## src/rtl/csa_resolve_accum.sv

```systemverilog
// csa_resolve_accum: streaming multi-operand accumulator with a carry-save core.
// Each accepted operand is folded into a redundant sum/carry pair with one 3:2
// compression. On the last operand of a packet the pair is resolved to binary
// CHUNK bits per cycle, then the result is offered on a valid/ready output.
//
// Ports:
//   clk, rst_n      clock (rising edge), asynchronous active-low reset
//   in_valid/ready  operand handshake; in_data is an unsigned WIDTH-bit operand
//   in_last         marks the final operand of a packet (qualified by handshake)
//   out_valid/ready result handshake
//   out_sum         resolved packet sum, modulo 2^ACC_W
//   out_count       operands in the packet, saturating at 255
module csa_resolve_accum #(
    parameter int unsigned WIDTH = 4,
    parameter int unsigned ACC_W = 8,
    parameter int unsigned CHUNK = 4
) (
    input  logic             clk,
    input  logic             rst_n,
    input  logic             in_valid,
    output logic             in_ready,
    input  logic [WIDTH-1:0] in_data,
    input  logic             in_last,
    output logic             out_valid,
    input  logic             out_ready,
    output logic [ACC_W-1:0] out_sum,
    output logic [7:0]       out_count
);

    localparam int unsigned N      = ACC_W / CHUNK;
    localparam int unsigned IDX_W  = (N > 1) ? $clog2(N) : 1;
    localparam int unsigned BASE_W = (ACC_W > 1) ? $clog2(ACC_W) : 1;
    localparam int unsigned CNT_W  = 8;

    typedef enum logic [1:0] {
        ST_ACCUM   = 2'd0,
        ST_RESOLVE = 2'd1,
        ST_OUTPUT  = 2'd2
    } state_e;

    state_e             state_q,     state_d;
    logic [ACC_W-1:0]   s_q,         s_d;
    logic [ACC_W-1:0]   c_q,         c_d;
    logic [CNT_W-1:0]   count_q,     count_d;
    logic [IDX_W-1:0]   idx_q,       idx_d;
    logic               rcy_q,       rcy_d;
    logic [ACC_W-1:0]   out_sum_q,   out_sum_d;
    logic [CNT_W-1:0]   out_count_q, out_count_d;
    logic               in_ready_q,  in_ready_d;
    logic               out_valid_q, out_valid_d;

    // Combinational helpers
    logic [ACC_W-1:0]   opnd;
    logic               in_hs;
    logic               out_hs;
    logic [BASE_W-1:0]  base;
    logic [CHUNK-1:0]   s_chunk;
    logic [CHUNK-1:0]   c_chunk;
    logic [CHUNK:0]     chunk_sum;

    // State and datapath registers
    always_ff @(posedge clk or negedge rst_n) begin
        if (!rst_n) begin
            state_q     <= ST_ACCUM;
            s_q         <= '0;
            c_q         <= '0;
            count_q     <= '0;
            idx_q       <= '0;
            rcy_q       <= 1'b0;
            out_sum_q   <= '0;
            out_count_q <= '0;
            in_ready_q  <= 1'b0;
            out_valid_q <= 1'b0;
        end else begin
            state_q     <= state_d;
            s_q         <= s_d;
            c_q         <= c_d;
            count_q     <= count_d;
            idx_q       <= idx_d;
            rcy_q       <= rcy_d;
            out_sum_q   <= out_sum_d;
            out_count_q <= out_count_d;
            in_ready_q  <= in_ready_d;
            out_valid_q <= out_valid_d;
        end
    end

    // Next-state, 3:2 fold, chunked resolve and registered handshake flags
    always_comb begin
        state_d     = state_q;
        s_d         = s_q;
        c_d         = c_q;
        count_d     = count_q;
        idx_d       = idx_q;
        rcy_d       = rcy_q;
        out_sum_d   = out_sum_q;
        out_count_d = out_count_q;

        opnd      = ACC_W'(in_data);
        in_hs     = in_valid & in_ready_q & (state_q == ST_ACCUM);
        out_hs    = out_valid_q & out_ready & (state_q == ST_OUTPUT);
        base      = BASE_W'(idx_q) * BASE_W'(CHUNK);
        s_chunk   = s_q[base +: CHUNK];
        c_chunk   = c_q[base +: CHUNK];
        chunk_sum = {1'b0, s_chunk} + {1'b0, c_chunk} + (CHUNK + 1)'(rcy_q);

        case (state_q)
            ST_ACCUM: begin
                if (in_hs) begin
                    s_d     = s_q ^ c_q ^ opnd;
                    // Majority shifted up one place; the carry out of the MSB is dropped.
                    c_d     = ((s_q & c_q) | (s_q & opnd) | (c_q & opnd)) << 1;
                    count_d = (count_q == 8'hFF) ? count_q : count_q + 8'd1;
                    if (in_last) begin
                        state_d = ST_RESOLVE;
                        idx_d   = '0;
                        rcy_d   = 1'b0;
                    end
                end
            end
            ST_RESOLVE: begin
                out_sum_d[base +: CHUNK] = chunk_sum[CHUNK-1:0];
                rcy_d                    = chunk_sum[CHUNK];
                if (idx_q == IDX_W'(N - 1)) begin
                    out_count_d = count_q;
                    idx_d       = '0;
                    state_d     = ST_OUTPUT;
                end else begin
                    idx_d = idx_q + IDX_W'(1);
                end
            end
            ST_OUTPUT: begin
                if (out_hs) begin
                    s_d     = '0;
                    c_d     = '0;
                    count_d = '0;
                    state_d = ST_ACCUM;
                end
            end
            default: begin
                state_d = ST_ACCUM;
            end
        endcase

        // Handshake flags track the state being entered so they stay registered.
        in_ready_d  = (state_d == ST_ACCUM);
        out_valid_d = (state_d == ST_OUTPUT);
    end

    assign in_ready  = in_ready_q;
    assign out_valid = out_valid_q;
    assign out_sum   = out_sum_q;
    assign out_count = out_count_q;

endmodule

```

## config.mk

```make
export PLATFORM = sky130hd
export DESIGN_NAME = csa_resolve_accum
export DESIGN_NICKNAME = d
export VERILOG_FILES = /design/src/rtl/csa_resolve_accum.sv
export SDC_FILE = /design/constraint.sdc
export NUM_CORES = 1
export LEC_CHECK = 0
export CAP_MARGIN = 20
export CORE_ASPECT_RATIO = 0.8
export CORE_MARGIN = 10
export CORE_UTILIZATION = 30
export DETAILED_ROUTE_END_ITERATION = 10
export GPL_ROUTABILITY_DRIVEN = 0
export PLACE_DENSITY_LB_ADDON = 0.1
export SYNTH_ARGS = -nofsm -noshare
export SYNTH_HDL_FRONTEND = slang
export SYNTH_SLANG_ARGS = --single-unit
```

## constraint.sdc

```tcl
create_clock -name clk -period 4.01 [get_ports clk]
set_input_delay 0.802 -clock clk [delete_from_list [all_inputs] [get_ports clk]]
set_output_delay 0.802 -clock clk [all_outputs]
set_load 0.01 [all_outputs]
```

# == After elaboration in Yosys (flattened, before gate mapping) ==
# Index checks and enable logic that the tools add are counted.
# word_totals
register_bits,46
latch_bits,0
ram_bits,0
rom_bits,0
in_bits,9
out_inout_bits,18
wordCells,65
mem_count,0
# classes
addsub,5
n_mul,0
div_mod_pow,0
magnitude_cmp,0
n_eq_ne,8
shift,4
n_mux,19
bitwise,11
n_reduce_logical,8
# ops
operator,n
case mux 8 bit (2 select lines),3
2-to-1 mux 8 bit,5
variable part select 8 x 4 -> 4 bit,2
bitwise AND 7 x 4 -> 7 bit,2
OR 7 bit,2
adder 8 x 1 -> 8 bit (second input constant),1
bitwise mux 8 bit,1
== test 8 bit (second input constant),1
2-to-1 mux 2 bit,4
inequality test 2 bit (second input constant),4
variable shift 4 x 5 -> 8 bit (first input constant),1
variable part select 4 x 5 -> 8 bit,1
XOR 8 x 4 -> 8 bit,1
XOR 8 bit,1
bitwise AND 7 bit,1
case mux 2 bit (3 select lines),1
AND reduction 3 bit,2
adder 4 x 4 -> 5 bit,1
adder 5 x 1 -> 5 bit,1
negator 3 -> 5 bit,1
bitwise AND 1 bit,4
== test 2 bit (second input constant),2
logical NOT 2 bit,2
case mux 1 bit (2 select lines),2
other kinds (6),9

# == Logic depth before layout (Yosys ltp) ==
# Gate-level depths: netlist of run 1.
# depth
depth_word,5
mapped_depth,8
ltp_nobuf,7

# == Least setup slack after synthesis of run 1 ==
# OpenSTA, ideal clock, no wires.
# synth_timing
kind,register to register
start,register idx_q
end,register out_sum_q[1] (netlist: out_sum[1])
setup_ps,128
t_arrival_ps,1803
required_ps,3882
slack_ps,2080
stages_incl_launch_ff,7
path_buffers,1
period_less_slack_ps,1930
path_cell_list,dfrtp_1 buf_4 mux2i_1 fa_1 inv_1 fa_1 mux2_1
# synth_via
elab_chain_len,5
word_cells_on_any_way,8
classes_between,add/sub (3); shift (4); mux (1)
# synth_lines
item,line,source
from (decl),45,"logic [IDX_W-1:0] idx_q, idx_d;"
from (signal assigned),79,idx_q <= idx_d;
"variable part select 8 x 4 -> 4 bit, on equally long branches","103, 104",
adder 4 x 4 -> 5 bit,105,"chunk_sum = {1'b0, s_chunk} + {1'b0, c_chunk} + (CHUNK + 1)'(rcy_q);"
adder 5 x 1 -> 5 bit,105,
variable part select 4 x 5 -> 8 bit,122,out_sum_d[base +: CHUNK] = chunk_sum[CHUNK-1:0];
bitwise mux 8 bit (*),122,
to (signal assigned),81,out_sum_q <= out_sum_d;
to (decl),47,"logic [ACC_W-1:0] out_sum_q, out_sum_d;"
# Mark *: on every way between the ends. The rest lies on a longest branch, timed or not.
# A chain may end at the register's enable or synchronous reset.

# == Worst setup path in the final report of run 1 ==
# layout_timing
start,input in_valid
end,register count_q[6]
# layout_via
elab_chain_len,4
# layout_lines
item,line,source
from (decl),20,"input logic in_valid,"
bitwise AND 1 bit (2 in series),100,in_hs = in_valid & in_ready_q & (state_q == ST_ACCUM);
inequality test 2 bit (no line),n/a,
AND reduction 4 bit (no line),n/a,
to (signal assigned),78,count_q <= count_d;
to (decl),44,"logic [CNT_W-1:0] count_q, count_d;"
# No other way between the ends.

==> results of run 1 <==
layout make-up:
type	instances	area, sq um
clock buffer	8	80.1
fill	696	4430
inverter	3	11.3
multi-input combinational	120	991
sequential	45	1130
tap	87	109
timing repair buffer	28	283
registers in the layout, summed over array words and instances, names as in the netlist:
name / cells
in_ready: 1
out_valid: 1
s_q: 8
out_sum: 8
c_q: 7
state_q: 2
out_count: 8
count_q: 8
rcy_q: 1
idx_q: 1
path summary, 6_finish.rpt:
kind | start | endpoint | slack [ns]
min | rst_n | out_count[5]$_DFFE_PN0P_ | 0.38
max reg2reg | idx_q$_DFFE_PN0P_ | out_sum[3]$_DFFE_PN0P_ | 1.82
max | in_valid | count_q[6]$_DFFE_PN0P_ | 1.65
max in group asynchronous | rst_n | out_count[1]$_DFFE_PN0P_ | 3.13
min in group clk | out_sum[3]$_DFFE_PN0P_ | out_sum[3]$_DFFE_PN0P_ | 0.48
min reg2reg | out_sum[3]$_DFFE_PN0P_ | out_sum[3]$_DFFE_PN0P_ | 0.48
per-layer routing:
layer | vias up | share of wire [%] | wire [um]
li1 | 701 | - | -
met1 | 742 | 51 | 2530
met2 | 32 | 43 | 2110
met3 | 5 | 5.4 | 265
met4 | 0 | 0.91 | 45
met5 | - | 0 | 0
cells by family (layout without fill, tap and decap cells):
| kind of cell | Yosys count | count (layout) | synth area share (%) |
|---|---|---|---|
| buffers and inverters | 13 | 39 | 4.35 |
| multiplexers | 17 | 17 | 8.59 |
| XOR/XNOR | 2 | 2 | 0.792 |
| AO/OA/AOI/OAI | 48 | 48 | 16.7 |
| AND/OR/NAND/NOR | 40 | 40 | 9.61 |
| adder cells (fa/ha/maj) | 13 | 13 | 9.05 |
| flip-flops | 45 | 45 | 50.9 |
power groups by stage:
| stage | Combinational [uW] | Sequential (uW) | Clock [uW] |
|---|---|---|---|
| CTS | 787 | 757 | 284 |
| detailed placement | 783 | 765 | 0 |
| global route | 869 | 786 | 308 |
| finish | 772 | 755 | 271 |
| global placement | 756 | 759 | 0 |
| floorplan | 534 | 739 | 0 |
placed cells by master (no fill, tap or decap), types with 2 or more instances in the layout:
master and count:
a22o_1 14, a21oi_1 4, nand3_1 4, inv_1 3, nor2_1 6, a31oi_1 3
fa_1 5, nand4_1 2, mux2_2 15, clkbuf_8 5, dfrtp_1 45, clkdlybuf4s50_1 25
ha_1 8, o31ai_2 2, o21ai_1 2, o31ai_1 9, and4_4 2, o21ai_0 7
o21a_1 2, nand2_1 17, clkbuf_1 3
per-stage QoR:
stage | hold slack (ns) | util (%) | total power (uW)
after floorplan | 0.475 | - | 1270
after global placement | 0.470 | 35.6 | 1520
after detailed placement | 0.465 | 35.6 | 1550
final | 0.383 | 37.0 | 1800
after CTS | 0.484 | 36.7 | 1830
after global routing | 0.384 | 37.0 | 1960
==> impl_metrics.py, run 1 <==
metrics = {
    "timing": {
        "hold_viol": 0,
        "rsz0062_at_grt": "no",
        "finalMaxSlewViolations": 0,
        "skew_ns": 0.00685,
        "finalSetupViolations": 0,
        "tightest_slew_ns": 0.815,
        "setup_tns_ns": 0,
        "fin_crit_sh_pct": 58.9,
        "relSlewSlack_pct": 45.5,
        "setup_slack_ns": 1.65,
        "fmaxAchievable_mhz": 423,
        "period_minus_slack_ns": 2.36,
    },
    "yosys": {
        "synth-edff-count": 0,
        "syn_area_sq_um": 2210,
        "syn_nets": 200,
        "ys_seq_area_share_pct": 50.9,
        "syn_avg_cell_area_sq_um": 12.4,
        "ys_seq_elements": 45,
        "synth_cells": 178,
        "ys.warnings.count": 0,
        "synth.top_cell.area_share_pct": 50.9,
        "ys_top_cells_by_area": "dfrtp_1 51%, mux2_2 7.6%, a22o_1 5.5%",
        "ys.flop_type": "dfrtp_1",
        "synth.distinct_cells": 40,
        "ys_top_cells_by_count": "45 x dfrtp_1, 17 x nand2_1, 15 x mux2_2",
        "post-synth-top-count-cell": "dfrtp_1",
        "synthArstFlopShare_pct": 100,
        "netlist.top_cell.by_area": "dfrtp_1",
    },
    "worst_setup_path": {
        "startpoint_type": "input port",
        "crit_family": "compound AO/OA/AOI/OAI gates",
        "arrival_ns": 2.54,
        "crit_type": "in2reg",
        "path_depth": 5,
        "crit_path_end_kind": "register",
        "path_cells": "clkdlybuf4s50_1, and4bb_1, a31oi_4, nor2_1, o32a_1",
        "critical-path-max-stage-delay_ns": 0.63,
        "critPathBufInv": 1,
        "path_max_fanout": 24,
        "crit_slowest_cell": "a31oi_4",
        "reg2regPathDepth": 6,
        "critPathRequiredTime_ns": 4.19,
    },
    "pwr": {
        "p_comb_share_pct": 42.9,
        "ir_drop_mv": 0.291,
        "power.share.sequential_pct": 42.0,
        "power_leakage_uw": 0.00117,
        "p_per_area_nw_per_um2": 692,
        "switchingPower_uw": 691,
        "p_clk_share_pct": 15.1,
        "intPower_uw": 1110,
        "p_sw_share_pct": 38.4,
    },
    "place": {
        "port_buffers": 26,
        "placed_cell_area_sq_um": 2500,
        "pre_cts_ws_ns": 1.33,
        "dp_hpwl_um": 3530,
        "dpl.cell_count": 282,
    },
    "final_layout": {
        "finalInstanceArea_sq_um": 2600,
        "layout.cells.non_filler": 291,
        "drive_gt1_share_pct": 14.7,
        "nets": 225,
        "syn2layout_area_growth_pct": 17.5,
        "n_antenna_cell": 0,
    },
    "status": {
        "outcome": "finished, final reports clean",
    },
    "grt": {
        "grt_pass1_vias": 1556,
        "grt_max_degree": 46,
        "grt_usage_pct": 9.34,
        "busiest_layer": "met1",
        "use_met2_pct": 12.5,
        "antenna_found_initial": 0,
        "grt_pass1_wl_um": 8400,
        "met1_usage_pct": 13.5,
        "grt-ovfl-total": 0,
        "grtUsageMet3_pct": 3.27,
    },
    "floorplan": {
        "ios": 27,
        "die_x_um": 116,
        "die_area_sq_um": 11200,
        "coreArea_sq_um": 7030,
        "die_h_um": 96.8,
        "start_util_pct": 31.5,
        "num_rows": 27,
    },
    "clocking": {
        "clk_path_buf_depth": 2,
        "clk_latency_ns": 0.29,
        "cts_sinks": 45,
        "cts_setup_buffers": 0,
        "cts_buffers": 5,
        "cts_hold_buffers": 0,
        "htreeDepth": 2,
        "clkTransAtPathRegs_ns": 0.08,
        "cts_resized": 0,
        "root_buffer": "clkbuf_8",
        "cts_tree": "done",
    },
    "drt": {
        "dr_total_vias": 1480,
        "first_iter_violations": 50,
        "antenna_left": 0,
        "finalWirelength_um": 4950,
        "routed_via_density": 5.09,
        "wl_per_cell_um": 17.0,
        "drt_pass1_iterations": 4,
        "drc": 0,
    },
    "min_path": {
        "hold_class": "in2async",
    },
    "job": {
        "maxCapViolCount": 0,
    },
}
Power figures use the tool's default switching activity.
==> inputs of run 2 (changes only) <==
==> constraint.sdc (replaced) <==
create_clock -name clk -period 2.1 [get_ports clk]
set_input_delay 0.42 -clock clk [delete_from_list [all_inputs] [get_ports clk]]
set_output_delay 0.42 -clock clk [all_outputs]
set_load 0.01 [all_outputs]
==> run 2 against run 1 <==
Compared with the run above:
- global-route usage down 0.40 points
- worst setup slack worse by 1.5 ns
- cell count grew 0.69%
- routed wire length is 2.8% lower
- worst hold slack got worse by 0.30 ns
- critical path depth stayed put
- core utilization rose by 0.61 points
- combinational power grew 98%
==> impl_metrics.py, run 2 (synthesized netlist as in run 1, its figures left out) <==
metrics = {
    "place": {
        "placed_cell_area_sq_um": 2550,
        "pre_cts_ws_ns": 0.106,
        "port_buffers": 26,
        "dp_hpwl_um": 3610,
    },
    "timing": {
        "finalSetupViolations": 0,
        "fmaxAchievable_mhz": 511,
        "relSlewSlack_pct": 66.6,
        "tightest_slew_ns": 0.502,
        "hold_viol": 0,
        "setup_slack_ns": 0.144,
        "period_minus_slack_ns": 1.96,
        "setup_tns_ns": 0,
        "finalMaxSlewViolations": 0,
        "rsz0062_at_grt": "no",
        "fin_crit_sh_pct": 93.1,
        "skew_ns": 0.00675,
    },
    "pwr": {
        "power.total_uw": 3510,
        "intPower_uw": 2180,
        "power.share.sequential_pct": 41.0,
        "p_per_area_nw_per_um2": 1330,
        "ir_drop_mv": 0.537,
        "power_leakage_uw": 0.00120,
        "p_comb_share_pct": 43.7,
        "p_clk_share_pct": 15.3,
        "switchingPower_uw": 1330,
        "p_sw_share_pct": 38.0,
    },
    "final_layout": {
        "finalInstanceArea_sq_um": 2640,
        "syn2layout_area_growth_pct": 19.4,
        "fillerInstances": 686,
        "most-common-layout-cells": "44 x dfrtp_1, 25 x clkdlybuf4s50_1, 17 x nand2_1, 15 x mux2_2, 14 x a22o_1",
        "multi_input_area_sq_um": 991,
        "drive_gt1_share_pct": 17.0,
        "final_common_cell": "dfrtp_1",
        "n_antenna_cell": 0,
        "nets": 228,
        "seqCellArea_sq_um": 1130,
    },
    "floorplan": {
        "die_x_um": 116,
        "coreArea_sq_um": 7030,
        "start_util_pct": 31.5,
        "die_h_um": 96.8,
        "ios": 27,
        "num_rows": 27,
        "die_area_sq_um": 11200,
    },
    "clocking": {
        "cts_buffers": 5,
        "cts_setup_buffers": 0,
        "clk_latency_ns": 0.29,
        "cts_sinks": 45,
        "cts_hold_buffers": 0,
        "cts_tree": "done",
        "cts_resized": 0,
        "clkTransAtPathRegs_ns": 0.08,
        "clk_path_buf_depth": 2,
        "htreeDepth": 2,
        "root_buffer": "clkbuf_8",
    },
    "worst_setup_path": {
        "startpoint_type": "register",
        "crit_path_end_kind": "register",
        "critPathRequiredTime_ns": 2.27,
        "r2r-start": "idx_q$_DFFE_PN0P_",
        "path_max_fanout": 5,
        "rrSetupSlack_ns": 0.14,
        "arrival_ns": 2.13,
        "crit_type": "reg2reg",
        "reg2reg_to": "out_sum[1]$_DFFE_PN0P_",
        "reg2regPathDepth": 5,
    },
    "drt": {
        "first_iter_violations": 89,
        "antenna_left": 0,
        "drt_pass1_iterations": 4,
        "finalWirelength_um": 4810,
        "drc": 0,
        "routed_via_density": 5.00,
        "wl_per_cell_um": 16.4,
        "dr_total_vias": 1465,
    },
    "grt": {
        "antenna_found_initial": 0,
        "grt_pass1_vias": 1504,
        "grt-ovfl-total": 0,
        "grt_max_degree": 26,
        "grt_usage_pct": 8.94,
        "grt_pass1_wl_um": 8010,
    },
    "min_path": {
        "hold_class": "in2async",
    },
    "status": {
        "outcome": "finished, final reports clean",
    },
    "job": {
        "maxCapViolCount": 0,
    },
}
run 2: final cells by class:
cell class                 count  area share [%]
sequential                    45            42.7
multi-input combinational    120            37.5
timing repair buffer          31            12.0
tap                           87            4.12
clock buffer                   7            3.27
inverter                       3           0.426
run 2: metrics by stage:
stage	cells	hold WS [ns]	utilization, %
after CTS	293	0.0862	37.6
after global routing	293	0.0967	37.6
final	293	0.0796	37.6
after detailed placement	286	0.415	36.4
after global placement	286	0.413	36.4
after floorplan	178	0.124	-
run 2: worst max path at each step:
stage                           start                endpoint  slack [ns]
floorplan           idx_q$_DFFE_PN0P_  out_sum[1]$_DFFE_PN0P_        0.17
global placement    idx_q$_DFFE_PN0P_  out_sum[7]$_DFFE_PN0P_        0.14
detailed placement  idx_q$_DFFE_PN0P_  out_sum[6]$_DFFE_PN0P_        0.11
CTS                 idx_q$_DFFE_PN0P_  out_sum[7]$_DFFE_PN0P_        0.11
global route        idx_q$_DFFE_PN0P_  out_sum[2]$_DFFE_PN0P_        0.02
finish              idx_q$_DFFE_PN0P_  out_sum[1]$_DFFE_PN0P_        0.14
run 2: critical path, cell delays in order (launching register included):
cell and delay (ns):
dfrtp_2 0.45, mux2i_1 0.16, fa_1 0.42, inv_1 0.08, fa_1 0.42, mux2_1 0.30
run 2: per-layer routing:
metal / global-route usage (%) / wire length [um] / up-vias
li1: - / - / 710
met3: 3.45 / 221 / 5
met1: 12.7 / 2490 / 730
met4: 2.57 / 38 / 0
met5: 0 / 0 / -
met2: 12.1 / 2070 / 20
run 2: power groups by stage:
stage,Clock (uW),Sequential (uW),Combinational (uW)
4_1_cts,566,1440,1560
3_3_place_gp,0,1450,1500
6_report,537,1440,1530
3_5_place_dp,0,1450,1550
2_1_floorplan,0,1410,1020
5_1_grt,601,1490,1710
==> inputs of run 3 (changes only) <==
--- a/config.mk
+++ b/config.mk
@@ -9,9 +9,11 @@
 export CORE_ASPECT_RATIO = 0.8
 export CORE_MARGIN = 10
 export CORE_UTILIZATION = 30
+export CTS_CLUSTER_SIZE = 24
 export DETAILED_ROUTE_END_ITERATION = 10
 export GPL_ROUTABILITY_DRIVEN = 0
 export PLACE_DENSITY_LB_ADDON = 0.1
+export SLEW_MARGIN = 15
 export SYNTH_ARGS = -nofsm -noshare
 export SYNTH_HDL_FRONTEND = slang
 export SYNTH_SLANG_ARGS = --single-unit
==> results of run 3 <==
No change in the layout: final DEF, timing and power equal those of run 2.
==> RTL edit, RTL diff (flow settings as in run 3) <==
Re-encode `state_e` (3 states) as one-hot, 3 bits wide.
--- a/src/rtl/csa_resolve_accum.sv
+++ b/src/rtl/csa_resolve_accum.sv
@@ -32,10 +32,10 @@
     localparam int unsigned BASE_W = (ACC_W > 1) ? $clog2(ACC_W) : 1;
     localparam int unsigned CNT_W  = 8;
 
-    typedef enum logic [1:0] {
-        ST_ACCUM   = 2'd0,
-        ST_RESOLVE = 2'd1,
-        ST_OUTPUT  = 2'd2
+    typedef enum logic [2:0] {
+        ST_ACCUM   = 3'b001,
+        ST_RESOLVE = 3'b010,
+        ST_OUTPUT  = 3'b100
     } state_e;
 
     state_e             state_q,     state_d;
Function: same outputs for any inputs over 4 cycles, from zero or initial values and one cycle with rst_n low; so few cycles prove little.
==> RTL edit against run 3 <==
Synthesized area increased by 4.5%. Wire length rose by 5.5%. Global-route usage up 0.093 points. Setup slack got worse by 12 ps. Final cell count is 20% higher. Non-clock buffer count increased by 6. Final area grew 5.9%. Count of clock-buffer cells in the layout fell by 1. Sequential cell count grew 1. Combinational power is 24% lower. Power fell by 13%. Clock power barely moved. Critical path type unchanged. Largest power group is now sequential cells.
==> RTL edit: results (changes against run 3) <==
.. list-table::
   :header-rows: 1

   * - Metric
     - Value
   * - Status
     - completed
   * - Pleak
     - 0.001244 uW (+4.0%)
   * - Synth cell count leaders
     - sky130_fd_sc_hd__dfrtp_1 (45), sky130_fd_sc_hd__nand2_1 (32), sky130_fd_sc_hd__nand3_1 (20)
   * - Worst-case clock skew
     - 6.002 ps (-0.7469 ps)
   * - Placed Cells incl. Taps
     - 345 (+21%)
   * - Number of instances in the synthesized netlist
     - 214 (+20%)
   * - Post-layout nets
     - 269 (+18%)
   * - Hold slack final
     - 96.98 ps (+17.35 ps)
   * - Reg2reg path depth
     - 6 (+1)
   * - Least-Margin Pin Slew
     - 354.3 ps (-147.3 ps)
   * - Pin count of the biggest net entering global routing
     - 47 (+81%)
   * - WL/cell
     - 14.46 um (-12%)
   * - Routed vias/inst
     - 4.627 (-7.5%)
   * - Number of distinct library cells after synthesis
     - 42 (+5.0%)
   * - CP max FO
     - 8 (+3)
   * - Leading cell types by total area after synthesis
     - sky130_fd_sc_hd__dfrtp_1 (49%), sky130_fd_sc_hd__mux2_2 (7.3%), sky130_fd_sc_hd__nand2_1 (5.2%), sky130_fd_sc_hd__fa_1 (4.3%), sky130_fd_sc_hd__ha_1 (4.3%)
   * - Overall fraction of global-route tracks in use
     - 0.09029 (+0.0009325)
   * - Slowest CP cell
     - sky130_fd_sc_hd__dfrtp_1
   * - First-pass GRT wire length
     - 8749 um (+9.2%)
   * - Layout cell share with drive strength beyond 1
     - 0.1870 (+0.01709)
   * - Part of the Yosys area used for sequential elements
     - 0.4984 (-0.01039)
   * - Routed wire length
     - 5076 um (+5.5%)
   * - Vias in the first global route
     - 1599 (+6.3%)
   * - Detailed Route Iter0 Violations
     - 110 (+24%)
   * - Worst supply voltage drop on vdd
     - 0.3318 mV (-38%)
   * - CP peak stage delay
     - 420 ps (-30 ps)
   * - DPL Wire Length
     - 3564 um (-1.3%)
   * - Arrival time of the worst setup path
     - 2150 ps (+20 ps)
RTL edit: through the flow:
step / util / instance area, um^2
global route: 0.3749 / 2798
floorplan: - / 2312
detailed placement: 0.3639 / 2715
global placement: 0.3639 / 2715
CTS: 0.3749 / 2798
finish: 0.3749 / 2798
RTL edit: power by group:
part	internal, uW	switching (uW)
clock network	254	284
registers	1130	227
logic	604	552
total	1990	1060
RTL edit: worst max path at each step:
stage,end,slack (ps)
after floorplan,out_sum[5],170
after global placement,count_q[3],70
after detailed placement,count_q[3],50
after CTS,out_sum[3],120
after global routing,out_sum[3],4
final,out_sum[1],130
RTL edit: kinds of logic after synthesis:
group                      Yosys count  share of synthesized area
and+or+nand+nor                     77                     0.1748
muxes                               17                    0.08171
adders and majority gates           13                    0.08658
AOI/OAI and AO/OA                   43                     0.1066
DFF                                 46                     0.4984
buffers and inverters               15                    0.04058
xor gates and xnor gates             3                    0.01137
RTL edit: worst max-delay path: cells and delay by family (launching register included):
family        cells  cell delay [ps]
fa+ha+maj         2              820
buf+inv           2              270
flops             1              420
mux               1              270
simple gates      1               80
RTL edit: layer usage:
| metal | GRT usage | vias up | share of wire |
|---|---|---|---|
| met5 | 0 | - | 0 |
| met4 | 0.02846 | 0 | 0.012 |
| met3 | 0.02965 | 8 | 0.052 |
| met2 | 0.1202 | 30 | 0.39 |
| met1 | 0.1323 | 768 | 0.54 |
| li1 | - | 818 | - |
RTL edit: cell type report:
class,count,area (um^2)
repair buffers,37,350.3
clock buffers,6,82.58
well taps,105,131.4
fillers,746,4664
multi-input cells,153,1066
flip-flops and latches,46,1152
inverters,4,15.01
